===== config.mk =====
export PLATFORM = sky130hd
export DESIGN_NAME = uart_tx_arbiter
export DESIGN_NICKNAME = d
export VERILOG_FILES = /design/src/rtl/uart_ctrl_pkg.sv /design/src/rtl/rr_arbiter.sv /design/src/rtl/uart_tx_arbiter.sv
export SDC_FILE = /design/constraint.sdc
export NUM_CORES = 1
export LEC_CHECK = 0
export CAP_MARGIN = 20
export CORE_MARGIN = 5
export CORE_UTILIZATION = 25
export DETAILED_ROUTE_END_ITERATION = 10
export DONT_BUFFER_PORTS = 1
export GPL_TIMING_DRIVEN = 0
export PLACE_DENSITY = 0.48
export SLEW_MARGIN = 20
export SYNTH_ARGS = -nofsm -noshare
export SYNTH_HDL_FRONTEND = slang
export SYNTH_SLANG_ARGS = --single-unit
export TNS_END_PERCENT = 10

===== constraint.sdc =====
create_clock -name clk -period 6.6 [get_ports clk]
set_input_delay 1.32 -clock clk [delete_from_list [all_inputs] [get_ports clk]]
set_output_delay 1.32 -clock clk [all_outputs]
set_load 0.03 [all_outputs]

===== src/rtl/uart_ctrl_pkg.sv =====
// Shared types and helpers for the UART control blocks.
package uart_ctrl_pkg;

  typedef enum logic [1:0] {
    ST_IDLE      = 2'd0,
    ST_WAIT_BUSY = 2'd1,
    ST_WAIT_DONE = 2'd2,
    ST_GAP       = 2'd3
  } arb_state_e;

  localparam logic [2:0] BAUD_1200   = 3'b000;
  localparam logic [2:0] BAUD_2400   = 3'b001;
  localparam logic [2:0] BAUD_4800   = 3'b010;
  localparam logic [2:0] BAUD_9600   = 3'b011;
  localparam logic [2:0] BAUD_19200  = 3'b100;
  localparam logic [2:0] BAUD_38400  = 3'b101;
  localparam logic [2:0] BAUD_57600  = 3'b110;
  localparam logic [2:0] BAUD_115200 = 3'b111;

  // Bits needed to hold values 0..max_val, never less than one.
  function automatic int unsigned cnt_width(input int unsigned max_val);
    return (max_val < 2) ? 1 : $clog2(max_val + 1);
  endfunction

endpackage


===== src/rtl/rr_arbiter.sv =====
// Combinational round-robin pick: first set request at or above ptr, wrapping.
module rr_arbiter
  import uart_ctrl_pkg::*;
#(
  parameter  int unsigned N  = 4,
  localparam int unsigned IW = cnt_width(N - 1)
) (
  input  logic [N-1:0]  req,
  input  logic [IW-1:0] ptr,
  output logic [N-1:0]  winner,
  output logic [IW-1:0] idx
);

  logic          found;
  logic [IW-1:0] cand;

  always_comb begin
    winner = '0;
    idx    = '0;
    found  = 1'b0;
    cand   = '0;
    for (int unsigned i = 0; i < N; i++) begin
      cand = IW'((32'(ptr) + i) % N);
      if (!found && req[cand]) begin
        found       = 1'b1;
        winner[cand] = 1'b1;
        idx         = cand;
      end
    end
  end

endmodule


===== src/rtl/uart_tx_arbiter.sv =====
// Round-robin sharing of one UART transmitter; owns tx enable and baud select
// so neither changes while a frame is in flight.
module uart_tx_arbiter
  import uart_ctrl_pkg::*;
#(
  parameter int unsigned N_REQ        = 4,
  parameter int unsigned BUSY_TIMEOUT = 16,
  parameter int unsigned GAP_CYCLES   = 2
) (
  input  logic               clk,
  input  logic               reset,
  input  logic               enable,
  input  logic [N_REQ-1:0]   req,
  input  logic [8*N_REQ-1:0] req_data,
  input  logic [2:0]         baud_cfg,
  output logic [N_REQ-1:0]   grant,
  output logic [N_REQ-1:0]   done,
  output logic               timeout_err,
  output logic [7:0]         tx_data,
  output logic               tx_wr,
  output logic               tx_en,
  output logic [2:0]         baud_select,
  input  logic               tx_busy
);

  localparam int unsigned IW       = cnt_width(N_REQ - 1);
  localparam int unsigned CNT_MAX  = (BUSY_TIMEOUT > GAP_CYCLES) ? BUSY_TIMEOUT : GAP_CYCLES;
  localparam int unsigned CW       = cnt_width(CNT_MAX);
  localparam int unsigned GAP_LAST = (GAP_CYCLES == 0) ? 0 : GAP_CYCLES - 1;

  arb_state_e       state_q, state_d;
  logic [IW-1:0]    ptr_q, ptr_d;
  logic [CW-1:0]    cnt_q, cnt_d;
  logic [N_REQ-1:0] win_q, win_d;

  logic [N_REQ-1:0] grant_d, done_d;
  logic             timeout_d, tx_wr_d, tx_en_d;
  logic [7:0]       tx_data_d;
  logic [2:0]       baud_d;

  logic [N_REQ-1:0] arb_oh;
  logic [IW-1:0]    arb_idx;
  logic [7:0]       req_bytes [N_REQ];

  for (genvar g = 0; g < int'(N_REQ); g++) begin : g_bytes
    assign req_bytes[g] = req_data[8*g +: 8];
  end

  rr_arbiter #(.N(N_REQ)) u_arb (
    .req    (req),
    .ptr    (ptr_q),
    .winner (arb_oh),
    .idx    (arb_idx)
  );

  // Next-state and next-output decode; pulses default low, config holds.
  always_comb begin
    state_d   = state_q;
    ptr_d     = ptr_q;
    cnt_d     = cnt_q;
    win_d     = win_q;
    grant_d   = '0;
    done_d    = '0;
    timeout_d = 1'b0;
    tx_wr_d   = 1'b0;
    tx_data_d = tx_data;
    tx_en_d   = tx_en;
    baud_d    = baud_select;

    unique case (state_q)
      ST_IDLE: begin
        baud_d  = baud_cfg;
        tx_en_d = enable;
        if (enable && (|req)) begin
          grant_d   = arb_oh;
          win_d     = arb_oh;
          tx_wr_d   = 1'b1;
          tx_data_d = req_bytes[arb_idx];
          tx_en_d   = 1'b1;
          ptr_d     = (arb_idx == IW'(N_REQ - 1)) ? '0 : arb_idx + IW'(1);
          cnt_d     = '0;
          state_d   = ST_WAIT_BUSY;
        end
      end
      ST_WAIT_BUSY: begin
        if (tx_busy) begin
          cnt_d   = '0;
          state_d = ST_WAIT_DONE;
        end else if (cnt_q == CW'(BUSY_TIMEOUT)) begin
          timeout_d = 1'b1;
          cnt_d     = '0;
          state_d   = ST_GAP;
        end else begin
          cnt_d = cnt_q + CW'(1);
        end
      end
      ST_WAIT_DONE: begin
        if (!tx_busy) begin
          done_d  = win_q;
          cnt_d   = '0;
          state_d = ST_GAP;
        end
      end
      ST_GAP: begin
        if ((GAP_CYCLES == 0) || (cnt_q == CW'(GAP_LAST))) begin
          cnt_d   = '0;
          state_d = ST_IDLE;
        end else begin
          cnt_d = cnt_q + CW'(1);
        end
      end
      default: state_d = ST_IDLE;
    endcase
  end

  always_ff @(posedge clk or negedge reset) begin
    if (!reset) begin
      state_q     <= ST_IDLE;
      ptr_q       <= '0;
      cnt_q       <= '0;
      win_q       <= '0;
      grant       <= '0;
      done        <= '0;
      timeout_err <= 1'b0;
      tx_wr       <= 1'b0;
      tx_data     <= '0;
      tx_en       <= 1'b0;
      baud_select <= '0;
    end else begin
      state_q     <= state_d;
      ptr_q       <= ptr_d;
      cnt_q       <= cnt_d;
      win_q       <= win_d;
      grant       <= grant_d;
      done        <= done_d;
      timeout_err <= timeout_d;
      tx_wr       <= tx_wr_d;
      tx_data     <= tx_data_d;
      tx_en       <= tx_en_d;
      baud_select <= baud_d;
    end
  end

endmodule


# ---- After elaboration in Yosys (flattened, before gate mapping)
# Index checks and enable logic that the tools add are counted.
dict set report word_totals {
  reg_bits 35
  wordCells 108
  out_inout_bits 22
}
dict set report classes {
  add_sub_neg 5
  bitwise 4
  eq_ne 10
  order_cmp 9
  muxes 53
  reduce_logical 16
}
# operator n
set op_table {}
lappend op_table {{two-way mux 4 bit} 8}
lappend op_table {{two-way mux 5 bit} 5}
lappend op_table {{two-way mux 2 bit} 10}
lappend op_table {{one-hot mux 5 bit (4 select lines)} 1}
lappend op_table {{two-way mux 1 bit} 17}
lappend op_table {{binary-select mux 8 bit (select 2 bit)} 1}
lappend op_table {{two-way mux 8 bit} 2}
lappend op_table {{less-than comparator 2 x 3 -> 1 bit, second input constant} 4}
lappend op_table {{bitwise OR 4 bit} 3}
lappend op_table {{binary-select mux 1 bit (select 2 bit)} 4}
lappend op_table {{demux 1 bit (select 2 bit)} 4}
lappend op_table {{greater-or-equal comparator 2 x 1 -> 1 bit, second input constant} 4}
lappend op_table {{logical AND 1 bit} 8}
lappend op_table {{one-hot mux 2 bit (4 select lines)} 1}
lappend op_table {{== test 2 bit, second input constant} 3}
lappend op_table {{inequality test 2 bit, second input constant} 3}
lappend op_table {{adder 5 x 1 -> 5 bit, second input constant} 1}
lappend op_table {{== test 5 x 1 -> 1 bit, second input constant} 1}
lappend op_table {{== test 5 bit, second input constant} 1}
lappend op_table {{adder 2 x 1 -> 2 bit, second input constant} 2}
lappend op_table {{adder 2 bit, second input constant} 2}
lappend op_table {{AND reduction 2 bit} 2}
lappend op_table {{AND reduction 4 bit} 1}
lappend op_table {{OR reduction 4 bit} 1}
lappend op_table {{other kinds (6)} 8}

# ---- Longest topological paths before layout
# Gate-level depths: netlist (run 1).
dict set report depth {
  depth_word 16
  depth_mapped 12
  ltp_nobuf 8
}

# ---- Cells and area by module
# A second synthesis (run 1) with hierarchy kept.
dict set report unflattened {
  cells_unflattened 177
  area_unflattened_um2 2159.6
}
# module instances cells_each area_per_inst_um2 seq_area_each_um2
set modules_own_cells {}
lappend modules_own_cells {uart_tx_arbiter 1 129 1720.4 875.8}
lappend modules_own_cells {rr_arbiter 1 48 439.2 0.0}

# ---- Least setup slack after synthesis (run 1)
# Ideal clock, no wire load.
dict set report synth_timing {
  path_type {in2reg}
  from {input req[2]}
  to {register tx_data[1]}
  arrival_time_ns 2.936
  path_slack_ns 3.524
  t_required_ns 6.460
  cell_stages 8
  setup_ns 0.140
  path_buffers 3
  cell_sequence {buf_2 > mux4_2 > or2_1 > buf_6 > o31ai_2 > buf_6 > mux2i_1 > a21oi_1}
}
dict set report synth_between {
  elab_chain_len 16
  elab_cells_between_ends 28
  classes_between {mux: 18; bitwise: 1; reduce/logical: 9}
}
# element line_no
set synth_rtl {}
lappend synth_rtl {{start: declaration} uart_tx_arbiter.sv:13} ;# input logic [N_REQ-1:0] req,
lappend synth_rtl {{binary-select mux 1 bit (select 2 bit)} rr_arbiter.sv:24} ;# if (!found && req[cand]) begin
lappend synth_rtl {{two-way mux 1 bit (implied by the code)} rr_arbiter.sv:24}
lappend synth_rtl {{two-way mux 1 bit} rr_arbiter.sv:24}
lappend synth_rtl {{zero test 1 bit} rr_arbiter.sv:24}
lappend synth_rtl {{logical AND 1 bit} rr_arbiter.sv:24}
lappend synth_rtl {{two-way mux 1 bit} rr_arbiter.sv:24}
lappend synth_rtl {{zero test 1 bit} rr_arbiter.sv:24}
lappend synth_rtl {{logical AND 1 bit} rr_arbiter.sv:24}
lappend synth_rtl {{two-way mux 1 bit} rr_arbiter.sv:24}
lappend synth_rtl {{zero test 1 bit} rr_arbiter.sv:24}
lappend synth_rtl {{logical AND 1 bit} rr_arbiter.sv:24}
lappend synth_rtl {{two-way mux 2 bit} rr_arbiter.sv:24}
lappend synth_rtl {{NOT 2 -> 3 bit (implied by the code)} uart_tx_arbiter.sv:78} ;# tx_data_d = req_bytes[arb_idx];
lappend synth_rtl {{binary-select mux 8 bit (select 2 bit)} uart_tx_arbiter.sv:78}
lappend synth_rtl {{two-way mux 8 bit (implied by the code) (2 in a row)} uart_tx_arbiter.sv:78}
lappend synth_rtl {{end signal: assignment} uart_tx_arbiter.sv:138} ;# tx_data <= tx_data_d;
lappend synth_rtl {{end: declaration} uart_tx_arbiter.sv:19} ;# output logic [7:0] tx_data,
# Several ways; a longest one is shown, not always the timed one. The select of a mux whose other input is x is not followed.
# A chain may end at the register's enable or synchronous reset.

# ---- Final worst setup path (run 1)
dict set report layout_timing {
  from {register ptr_q[0]}
  to {register tx_data[5]}
}
dict set report layout_between {
  elab_chain_len 16
  elab_cells_between_ends 28
  classes_between {add/sub: 3; mux: 18; bitwise: 1; reduce/logical: 6}
}
# element line_no
set layout_rtl {}
lappend layout_rtl {{start: declaration} uart_tx_arbiter.sv:32} ;# logic [IW-1:0] ptr_q, ptr_d;
lappend layout_rtl {{start signal: assignment} uart_tx_arbiter.sv:131} ;# ptr_q <= ptr_d;
lappend layout_rtl {{branches (longest 11 deep; another with adder 2 x 1 -> 2 bit)} n/a}
lappend layout_rtl {{two-way mux 2 bit *} rr_arbiter.sv:24}
lappend layout_rtl {{NOT 2 -> 3 bit (implied by the code) *} uart_tx_arbiter.sv:78}
lappend layout_rtl {{binary-select mux 8 bit (select 2 bit) *} uart_tx_arbiter.sv:78}
lappend layout_rtl {{two-way mux 8 bit (implied by the code) * (2 in a row)} uart_tx_arbiter.sv:78}
# Mark *: on every way between the ends. The select of a mux whose other input is x is not followed.

==> results.json, run 1 <==
{
  "track_usage_pct": 10.8,
  "slew_headroom_pct": 61.8,
  "synth_edf_count": 0,
  "async_flop_share_pct": 100,
  "grt_max_degree": 36,
  "cts_buffer_depth": 2,
  "max-cap-violations": 0,
  "critPathArrivalTime_ns": 3.89,
  "yosysWarnings": 0,
  "switchingPower_w": 0.000590,
  "overflow": 0,
  "yosysTopAreaCell": "dfrtp_1",
  "regArea_um2": 876,
  "p_leak_nw": 1.06,
  "die_area_um2": 11200,
  "clkTransAtPathRegs_ns": 0.07,
  "syn2layout_area_growth_pct": 9.88,
  "tightest_slew_ns": 0.571,
  "multi_input_area_um2": 1290,
  "critPathCaptureType": "flip-flop",
  "syn_area_um2": 2290,
  "gp_congestion": 0.781,
  "synth_top_area_share_pct": 38.2,
  "hold_path_class": "flip-flop to flip-flop",
  "setup_viol": 0,
  "pwr-share-seq_pct": 35.7,
  "r2r-start": "ptr_q[0]",
  "slew_violations": 0,
  "rows": 35,
  "rsz0062_at_grt": "false",
  "yosysMostFrequentCell": "dfrtp_1",
  "antenna_left": 0,
  "status": "complete, no violations",
  "pwr_density_cell_nw_per_um2": 487,
  "portBuffers": 0,
  "top_usage_layer": "met2",
  "fin_crit_sh_pct": 56.9,
  "use_met1_pct": 14.1,
  "drive_above_1_share_pct": 10.8,
  "cts_tree": "yes",
  "hold_ws_ns": 0.482,
  "final_nets": 306,
  "worstSetupStartpointType": "flip-flop",
  "timing.rr.end": "tx_data[5]",
  "synth_cell_type_count": 41,
  "num_io_pins": 65,
  "synth_fp_nets": 299,
  "grt_pass1_wl_mm": 9.70,
  "die_w_um": 106,
  "hold_viol": 0,
  "ys_ff_latch": 35,
  "coreArea_um2": 9110,
  "clkPwrFrac_pct": 12.4,
  "tns_ns": 0,
  "p_int_w": 0.000636,
  "share_comb_of_total_power_pct": 51.8,
  "holdPathEnd": "win_q[2]",
  "critPathKind": "flip-flop to flip-flop",
  "viasPerCell": 5.21,
  "root_buffer": "clkbuf_8",
  "n_antenna_cell": 0,
  "initial_utilization_pct": 25.2,
  "cts_resized": 0,
  "htree_levels": 2,
  "grt_pass1_vias": 1840,
  "wl_mm": 6.01,
  "critPathRequiredTime_ns": 6.73,
  "cts_sinks": 35,
  "hold_start": "win_q[2]",
  "fillers": 993,
  "fin_util_pct": 27.7,
  "crit_fanout": 11,
  "worstSkewPairLatency_ns": 0.28,
  "grt_util_met2_pct": 16.9,
  "dp_hpwl_mm": 4.58,
  "whs_path_depth": 1,
  "final_cells": 361,
  "switching_share_pct": 48.1,
  "antenna_found_initial": 0,
  "clock-skew-final_ns": 0.00470,
  "die_h_um": 106,
  "fmax_mhz": 266,
  "hold_buffers": 0,
  "numCtsBuffers": 5,
  "post-route-drc-count": 0,
  "r2r_setup_slack_ns": 2.85,
  "yosys-top-cells-area": "dfrtp_1, ha_1, o21ai_0, mux2i_1, a21oi_1",
  "avgRoutedWirePerCell_um": 16.7,
  "ir_worst_vdd_mv": 0.209,
  "syn_inst": 243,
  "route.vias.total": 1882,
  "dpl.cell_count": 354,
  "grt_use_met3_pct": 3.55,
  "ys_seq_area_share_pct": 38.2,
  "synth_top_flop_cell": "dfrtp_1",
  "rr_worst_depth": 9,
  "min_period_ns": 3.75,
  "synth_common_cells": "dfrtp_1, o21ai_0, a21oi_1",
  "first_iter_violations": 93,
  "first_pass_iters": 4,
  "syn_avg_cell_area_um2": 9.43,
  "post-cts-setup-buffer-count": 0
}
-- layer usage --
metal	part of all wire, %	routed length (µm)
met1	44	2620
met2	46	2790
met3	9.0	539
met4	0.96	58
met5	0	0
-- cell families after synthesis --
family / share of synthesized area, %
compound gates: 23.9
simple gates: 14.4
flops: 38.2
buf+inv: 5.51
mux: 10.6
fa+ha+maj: 7.10
xor+xnor: 0.382
-- critical path, stage by stage, from the launching register on --
cell      delay (ns)
dfrtp_1         0.52
buf_2           0.29
clkinv_1        0.31
clkbuf_1        0.36
ha_1            0.55
mux4_2          0.44
nor3b_1         0.18
o31a_1          0.35
nor2_1          0.46
a21oi_1         0.13
-- registers in the layout, summed over array words and instances (netlist names) --
name	cells
tx_data	8
tx_en	1
win_q	4
timeout_err	1
tx_wr	1
baud_select	3
cnt_q	5
state_q	2
done	4
grant	4
ptr_q	2
-- final cells by class --
type,count,share of cell area [%]
Buffer,16,3.83
Clock buffer,6,3.28
Clock inverter,1,0.199
Inverter,8,1.19
Multi-Input combinational cell,184,51.2
Sequential cell,35,34.8
Tap cell,111,5.51
-- power groups by stage --
stage | Clock [W] | Combinational, W | Sequential [W]
global route | 0.000170 | 0.000709 | 0.000451
floorplan | 0 | 0.000505 | 0.000422
detailed placement | 0 | 0.000636 | 0.000444
global placement | 0 | 0.000626 | 0.000443
CTS | 0.000161 | 0.000637 | 0.000441
finish | 0.000152 | 0.000635 | 0.000438
-- worst max path at each step --
stage,startpoint,endpoint,slack (ns),cells past startpoint
after detailed placement,ptr_q[0],tx_data[0],2.90,9
after CTS,ptr_q[0],tx_data[5],2.88,9
after floorplan,req[2],tx_data[1],3.52,8
after global routing,ptr_q[0],tx_data[6],2.57,11
final,ptr_q[0],tx_data[5],2.85,9
after global placement,ptr_q[0],tx_data[3],2.93,9
-- stage by stage --
step	worst slack (ns)	total power, W	instance area, µm²
floorplan	3.52	0.000927	2290
global placement	2.93	0.00107	2430
detailed placement	2.90	0.00108	2430
CTS	2.88	0.00124	2520
global route	2.57	0.00133	2520
finish	2.85	0.00123	2520
-- placed cells by master, fill, tap and decap left out, types with 2 or more instances in the layout --
cell / instances
dfrtp_1: 35
o21ai_0: 31
a21oi_1: 22
nand3_1: 13
mux2i_1: 13
ha_1: 13
nor2b_1: 11
nand2_1: 10
nor2_1: 9
o22ai_1: 9
a32oi_1: 8
clkbuf_1: 7
inv_1: 6
a22o_1: 6
clkbuf_8: 6
buf_2: 5
and2_1: 4
buf_6: 4
a21o_1: 4
mux2_2: 4
mux4_2: 3
a31oi_1: 3
nor3b_1: 2
nand2b_1: 2
nand4_1: 2
(Power assumes the default switching activity.)
==> run 2, diff against run 1 <==
- clock period: 6.6 -> 3.9 ns (I/O delays scaled with it)
==> run 2 against run 1 <==
Effect of this change:
- die area is the same
- power is 70% higher
- via count shrank 1.3%
- final cell count did not move
- final area rose by 0.30%
- sequential power up 69%
- core utilization up 0.082 points
- non-clock buffer count unchanged
- clock power up 69%
- largest cell class unchanged
==> results.json, run 2 (same netlist as run 1, synthesis figures left out) <==
{
  "share_comb_of_total_power_pct": 52.1,
  "initial_utilization_pct": 25.2,
  "grt_pass1_vias": 1840,
  "min_period_ns": 3.54,
  "die_area_um2": 11200,
  "coreArea_um2": 9110,
  "final_nets": 306,
  "critPathRequiredTime_ns": 4.10,
  "route.vias.total": 1858,
  "rows": 35,
  "fin_crit_sh_pct": 90.8,
  "clkPwrFrac_pct": 12.3,
  "tns_ns": 0,
  "critPathKind": "flip-flop to flip-flop",
  "track_usage_pct": 10.8,
  "dp_hpwl_mm": 4.58,
  "top_register": "tx_data",
  "syn2layout_area_growth_pct": 10.2,
  "hold_path_class": "input port to async pin",
  "cts_tree": "yes",
  "antenna_left": 0,
  "first_pass_iters": 4,
  "p_int_w": 0.00108,
  "hold_buffers": 0,
  "switchingPower_w": 0.000998,
  "most-common-layout-cells": "dfrtp_1, o21ai_0, a21oi_1, nand3_1, mux2i_1",
  "critPathCaptureType": "flip-flop",
  "switching_share_pct": 48.0,
  "clock-skew-final_ns": 0.00448,
  "overflow": 0,
  "die_h_um": 106,
  "root_buffer": "clkbuf_8",
  "numCtsBuffers": 5,
  "r2r-start": "ptr_q[0]",
  "cp-startpoint": "ptr_q[0]",
  "max-cap-violations": 0,
  "top_regs": "tx_data x8, cnt_q x5",
  "setup_viol": 0,
  "first_iter_violations": 103,
  "crit_fanout": 11,
  "fillers": 992,
  "rsz0062_at_grt": "false",
  "grt_max_degree": 36,
  "n_antenna_cell": 0,
  "slew_violations": 0,
  "die_w_um": 106,
  "grt_pass1_wl_mm": 9.70,
  "wl_mm": 6.00,
  "viasPerCell": 5.15,
  "post-route-drc-count": 0,
  "slew_headroom_pct": 63.4,
  "critPathArrivalTime_ns": 3.75,
  "drive_above_1_share_pct": 12.4,
  "cts_sinks": 35,
  "fmax_mhz": 282,
  "worstSkewPairLatency_ns": 0.28,
  "mostFrequentLayoutCell": "dfrtp_1",
  "antenna_found_initial": 0,
  "post-cts-setup-buffer-count": 0,
  "cts_buffer_depth": 2,
  "placed_cell_area_um2": 2430,
  "worstSetupStartpointType": "flip-flop",
  "pwr-share-seq_pct": 35.6,
  "num_io_pins": 65,
  "final_area_um2": 2530,
  "largest_reg_flops": 8,
  "avgRoutedWirePerCell_um": 16.6,
  "tightest_slew_ns": 0.547,
  "p_leak_nw": 1.06,
  "gp_congestion": 0.781,
  "clkTransAtPathRegs_ns": 0.07,
  "ir_worst_vdd_mv": 0.354,
  "hold_viol": 0,
  "htree_levels": 2,
  "portBuffers": 0,
  "pwr_density_cell_nw_per_um2": 824,
  "status": "complete, no violations",
  "fin_util_pct": 27.7
}
run 2: cell counts in the layout (fill, tap and decap cells not counted):
No cell type changed its count.
run 2: worst paths after layout:
path | slack [ns] | endpoint | cells past startpoint
worst min register to register | 0.48 | win_q[2] | 1
min in group clk | 0.48 | win_q[2] | 1
max in group asynchronous | 3.62 | done[0] | 0
worst max-delay path | 0.36 | tx_data[6] | 12
worst max register to register | 0.36 | tx_data[6] | 12
worst min-delay path | 0.19 | state_q[0] | 0
run 2: timing repair:
item	4_1_cts	5_1_grt
endpoints found under the setup margin	0	8
gates resized for setup	0	6
hold endpoints to repair	0	0
run 2: area by class of cell:
class	instances	area (µm²)	share of cell area (%)
multi-input combinational	184	1290	51.3
sequential	35	876	34.7
tap	111	139	5.50
buffer	16	98.8	3.91
clock buffer	6	82.6	3.27
inverter	8	30.0	1.19
clock inverter	1	5.00	0.198
run 2: through the flow:
stage | power [W] | cells | setup WS (ns) | hold slack [ns]
after floorplan | 0.00157 | 243 | 0.963 | 0.441
after global placement | 0.00181 | 354 | 0.234 | 0.455
after detailed placement | 0.00183 | 354 | 0.204 | 0.468
after CTS | 0.00210 | 361 | 0.185 | 0.177
after global routing | 0.00226 | 361 | 0.0678 | 0.166
final | 0.00208 | 361 | 0.359 | 0.193
run 2: worst max-delay path, cell delays in order, from the launching register on:
cell and delay, ns:
dfrtp_1 0.52, buf_2 0.29, clkinv_1 0.31, clkbuf_2 0.31, ha_2 0.47, mux4_2 0.31
nand2b_1 0.13, clkbuf_1 0.26, buf_2 0.28, nand3_1 0.10, a32oi_1 0.27, o22ai_1 0.10
a21oi_1 0.13
run 2: per-layer routing:
| metal | up-vias | global-route usage (%) | part of all wire [%] |
|---|---|---|---|
| met2 | 52 | 16.9 | 47 |
| met4 | 0 | 3.05 | 0.35 |
| met1 | 900 | 14.1 | 44 |
| met3 | 2 | 3.55 | 8.9 |
| li1 | 904 | - | - |
| met5 | - | 0 | 0 |
run 2: power by group through the flow:
stage          Combinational, W  Clock (W)  Sequential (W)
6_report                0.00108   0.000257        0.000741
5_1_grt                 0.00121   0.000288        0.000763
4_1_cts                 0.00108   0.000273        0.000746
3_5_place_dp            0.00108          0        0.000752
3_3_place_gp            0.00106          0        0.000749
2_1_floorplan          0.000854          0        0.000714
==> run 3, diff against run 2 <==
- MAX_ROUTING_LAYER: unset -> met4
- SYNTH_HIERARCHICAL: unset -> 1
==> run 3 against run 2 <==
Effect of this change:
- maximum frequency grew 6.4%
- first-iteration DRC count shrank 64%
- power grew 1.1%
- largest power group unchanged
- critical endpoint is now tx_data[0]
- synthesized cell count shrank 27%
- largest cell class unchanged
- clock-buffer cell count grew 2
- final area shrank 5.2%
- non-clock buffer count shrank 10
- setup slack gained 0.21 ns
==> results.json, run 3 <==
{
  "status": "complete, no violations",
  "yosys-top-cells-area": "dfrtp_1, mux4_2, mux2_2, ha_1, and2_1",
  "die_w_um": 103,
  "n_antenna_cell": 0,
  "clock-skew-final_ns": 0.00788,
  "antenna_found_initial": 0,
  "tightest_slew_ns": 0.510,
  "slew_headroom_pct": 65.7,
  "rows": 34,
  "tns_ns": 0,
  "wl_mm": 4.60,
  "synth_top_family_by_area": "multiplexers",
  "synth_fp_nets": 233,
  "ys_ff_latch": 35,
  "die_area_um2": 10600,
  "num_io_pins": 65,
  "p_leak_nw": 0.974,
  "multi_input_area_um2": 1200,
  "min_period_ns": 3.33,
  "root_buffer": "clkbuf_8",
  "fmax_mhz": 300,
  "fin_crit_sh_pct": 85.4,
  "numCtsBuffers": 5,
  "post-route-drc-count": 0,
  "hold_buffers": 0,
  "regArea_um2": 876,
  "worstSetupStartpointType": "flip-flop",
  "gp_congestion": 0.823,
  "slowest_stage": "mux4_2",
  "ys_seq_area_share_pct": 40.6,
  "wl_met3_um": 339,
  "dp_hpwl_mm": 3.52,
  "die_h_um": 103,
  "yosysMostFrequentCell": "dfrtp_1",
  "drt-met1-wl_mm": 2.10,
  "syn_inst": 177,
  "largest_reg_flops": 8,
  "avgRoutedWirePerCell_um": 15.7,
  "setup_viol": 0,
  "synth_fa_ha_area_share_pct": 7.53,
  "fin_util_pct": 28.0,
  "synth_edf_count": 0,
  "clkTransAtPathRegs_ns": 0.07,
  "cts_sinks": 35,
  "cts_tree": "yes",
  "final_cells": 293,
  "critPathRequiredTime_ns": 4.07,
  "top_register": "tx_data",
  "coreArea_um2": 8550,
  "pwr_density_cell_nw_per_um2": 879,
  "first_pass_iters": 4,
  "async_flop_share_pct": 100,
  "critPathCaptureType": "flip-flop",
  "crit_chain": "inv_1 -> ha_1 -> mux4_2 -> nor2b_4 -> o21ai_1 -> o31ai_1 -> buf_2 -> mux4_2 -> mux2_2",
  "synth_cell_type_count": 42,
  "grt_max_degree": 36,
  "grt_pass1_wl_mm": 7.42,
  "first_iter_violations": 37,
  "ir_worst_vdd_mv": 0.259,
  "hold_viol": 0,
  "htree_levels": 2,
  "crit_fanout": 10,
  "synth_top_area_share_pct": 40.6,
  "hold_path_class": "input port to async pin",
  "cts_resized": 0,
  "antenna_left": 0,
  "yosysWarnings": 6,
  "overflow": 0,
  "synth_top_flop_cell": "dfrtp_1",
  "slew_violations": 0,
  "yosys.area_share.simple_pct": 15.0,
  "synthMuxAreaShare_pct": 22.4,
  "critPathKind": "flip-flop to flip-flop",
  "highest_layer": "met4",
  "synth_xor_area_share_pct": 0,
  "yosysTopAreaCell": "dfrtp_1",
  "worstSkewPairLatency_ns": 0.28,
  "syn2layout_area_growth_pct": 10.9,
  "syn_avg_cell_area_um2": 12.2,
  "route.vias.total": 1433,
  "critPathArrivalTime_ns": 3.49,
  "syn_area_um2": 2160,
  "cpMostUsedCell": "mux4_2",
  "fillers": 878,
  "synth-compound-area-share_pct": 10.5,
  "viasPerCell": 4.89,
  "drive_above_1_share_pct": 28.6,
  "final_nets": 240,
  "max-cap-violations": 0,
  "cts_buffer_depth": 2,
  "post-cts-setup-buffer-count": 0,
  "rsz0062_at_grt": "false",
  "synth_common_cells": "dfrtp_1, mux2_2, ha_1",
  "most-common-layout-cells": "dfrtp_1, mux2_2, ha_1, inv_1, mux4_2",
  "grt_pass1_vias": 1495,
  "wl_met2_mm": 2.11,
  "cp_slowest_stage_delay_ns": 0.55,
  "top_regs": "tx_data x8, cnt_q x5",
  "track_usage_pct": 9.28,
  "initial_utilization_pct": 25.3,
  "mostFrequentLayoutCell": "dfrtp_1",
  "dpl.cell_count": 285,
  "portBuffers": 0
}
[run 3: changes by cell type in the layout (fill, tap and decap cells not counted), sizes merged, moves of 9 or more]
cell	previous run	this run
o21ai	31	6
a21oi	22	0
mux2i	13	1
o22ai	9	0
mux4	3	12
mux2	4	18
[run 3: kinds of logic (layout without fill, tap and decap cells)]
family,after synthesis,after routing
AOI/OAI and AO/OA,28,28
adders and majority gates,13,13
buffers and inverters,18,26
DFF,35,35
muxes,31,31
and+or+nand+nor,52,52
[run 3: report_power, final]
group | switching [W] | internal, W
combinational | 0.000512 | 0.000546
sequential | 0.000269 | 0.000492
clock | 0.000123 | 0.000161
total | 0.000904 | 0.00120
[run 3: layout make-up]
| type | instances | share of cell area, % |
|---|---|---|
| sequential | 35 | 36.6 |
| inverter | 12 | 1.88 |
| tap | 108 | 5.64 |
| multi-input combinational | 124 | 50.0 |
| buffer | 6 | 1.72 |
| clock buffer | 8 | 4.18 |
[run 3: per-layer routing]
| layer | vias to the layer above | track usage, % |
|---|---|---|
| li1 | 667 | - |
| met1 | 693 | 12.6 |
| met2 | 67 | 13.6 |
| met3 | 6 | 2.50 |
| met4 | 0 | 2.69 |
| met5 | - | - |
[run 3: worst paths after layout]
path | end | cells past startpoint | slack (ns) | from
setup / recovery | tx_data[0] | 9 | 0.57 | ptr_q[1]
hold / removal | tx_en | 0 | 0.19 | reset
setup reg to reg | tx_data[0] | 9 | 0.57 | ptr_q[1]
hold reg to reg | done[3] | 1 | 0.48 | win_q[3]
max in group asynchronous | done[0] | 0 | 3.62 | reset
min in group clk | done[3] | 1 | 0.48 | win_q[3]
[run 3: worst max-delay path, delay by kind of cell, from the launching register on]
family | cells | cell delay [ns]
compound gates | 2 | 0.16
fa+ha+maj | 1 | 0.45
buf+inv | 2 | 0.51
flops | 1 | 0.53
mux | 3 | 1.30
simple gates | 1 | 0.25
[run 3: per-stage QoR]
step | power (W) | hold WS (ns) | instance area (µm²) | worst slack (ns)
2_1_floorplan | 0.00163 | 0.449 | 2160 | 0.945
3_3_place_gp | 0.00182 | 0.464 | 2290 | 0.541
3_5_place_dp | 0.00184 | 0.467 | 2290 | 0.538
4_1_cts | 0.00214 | 0.173 | 2390 | 0.528
5_1_grt | 0.00229 | 0.160 | 2390 | 0.296
6_report | 0.00210 | 0.188 | 2390 | 0.571
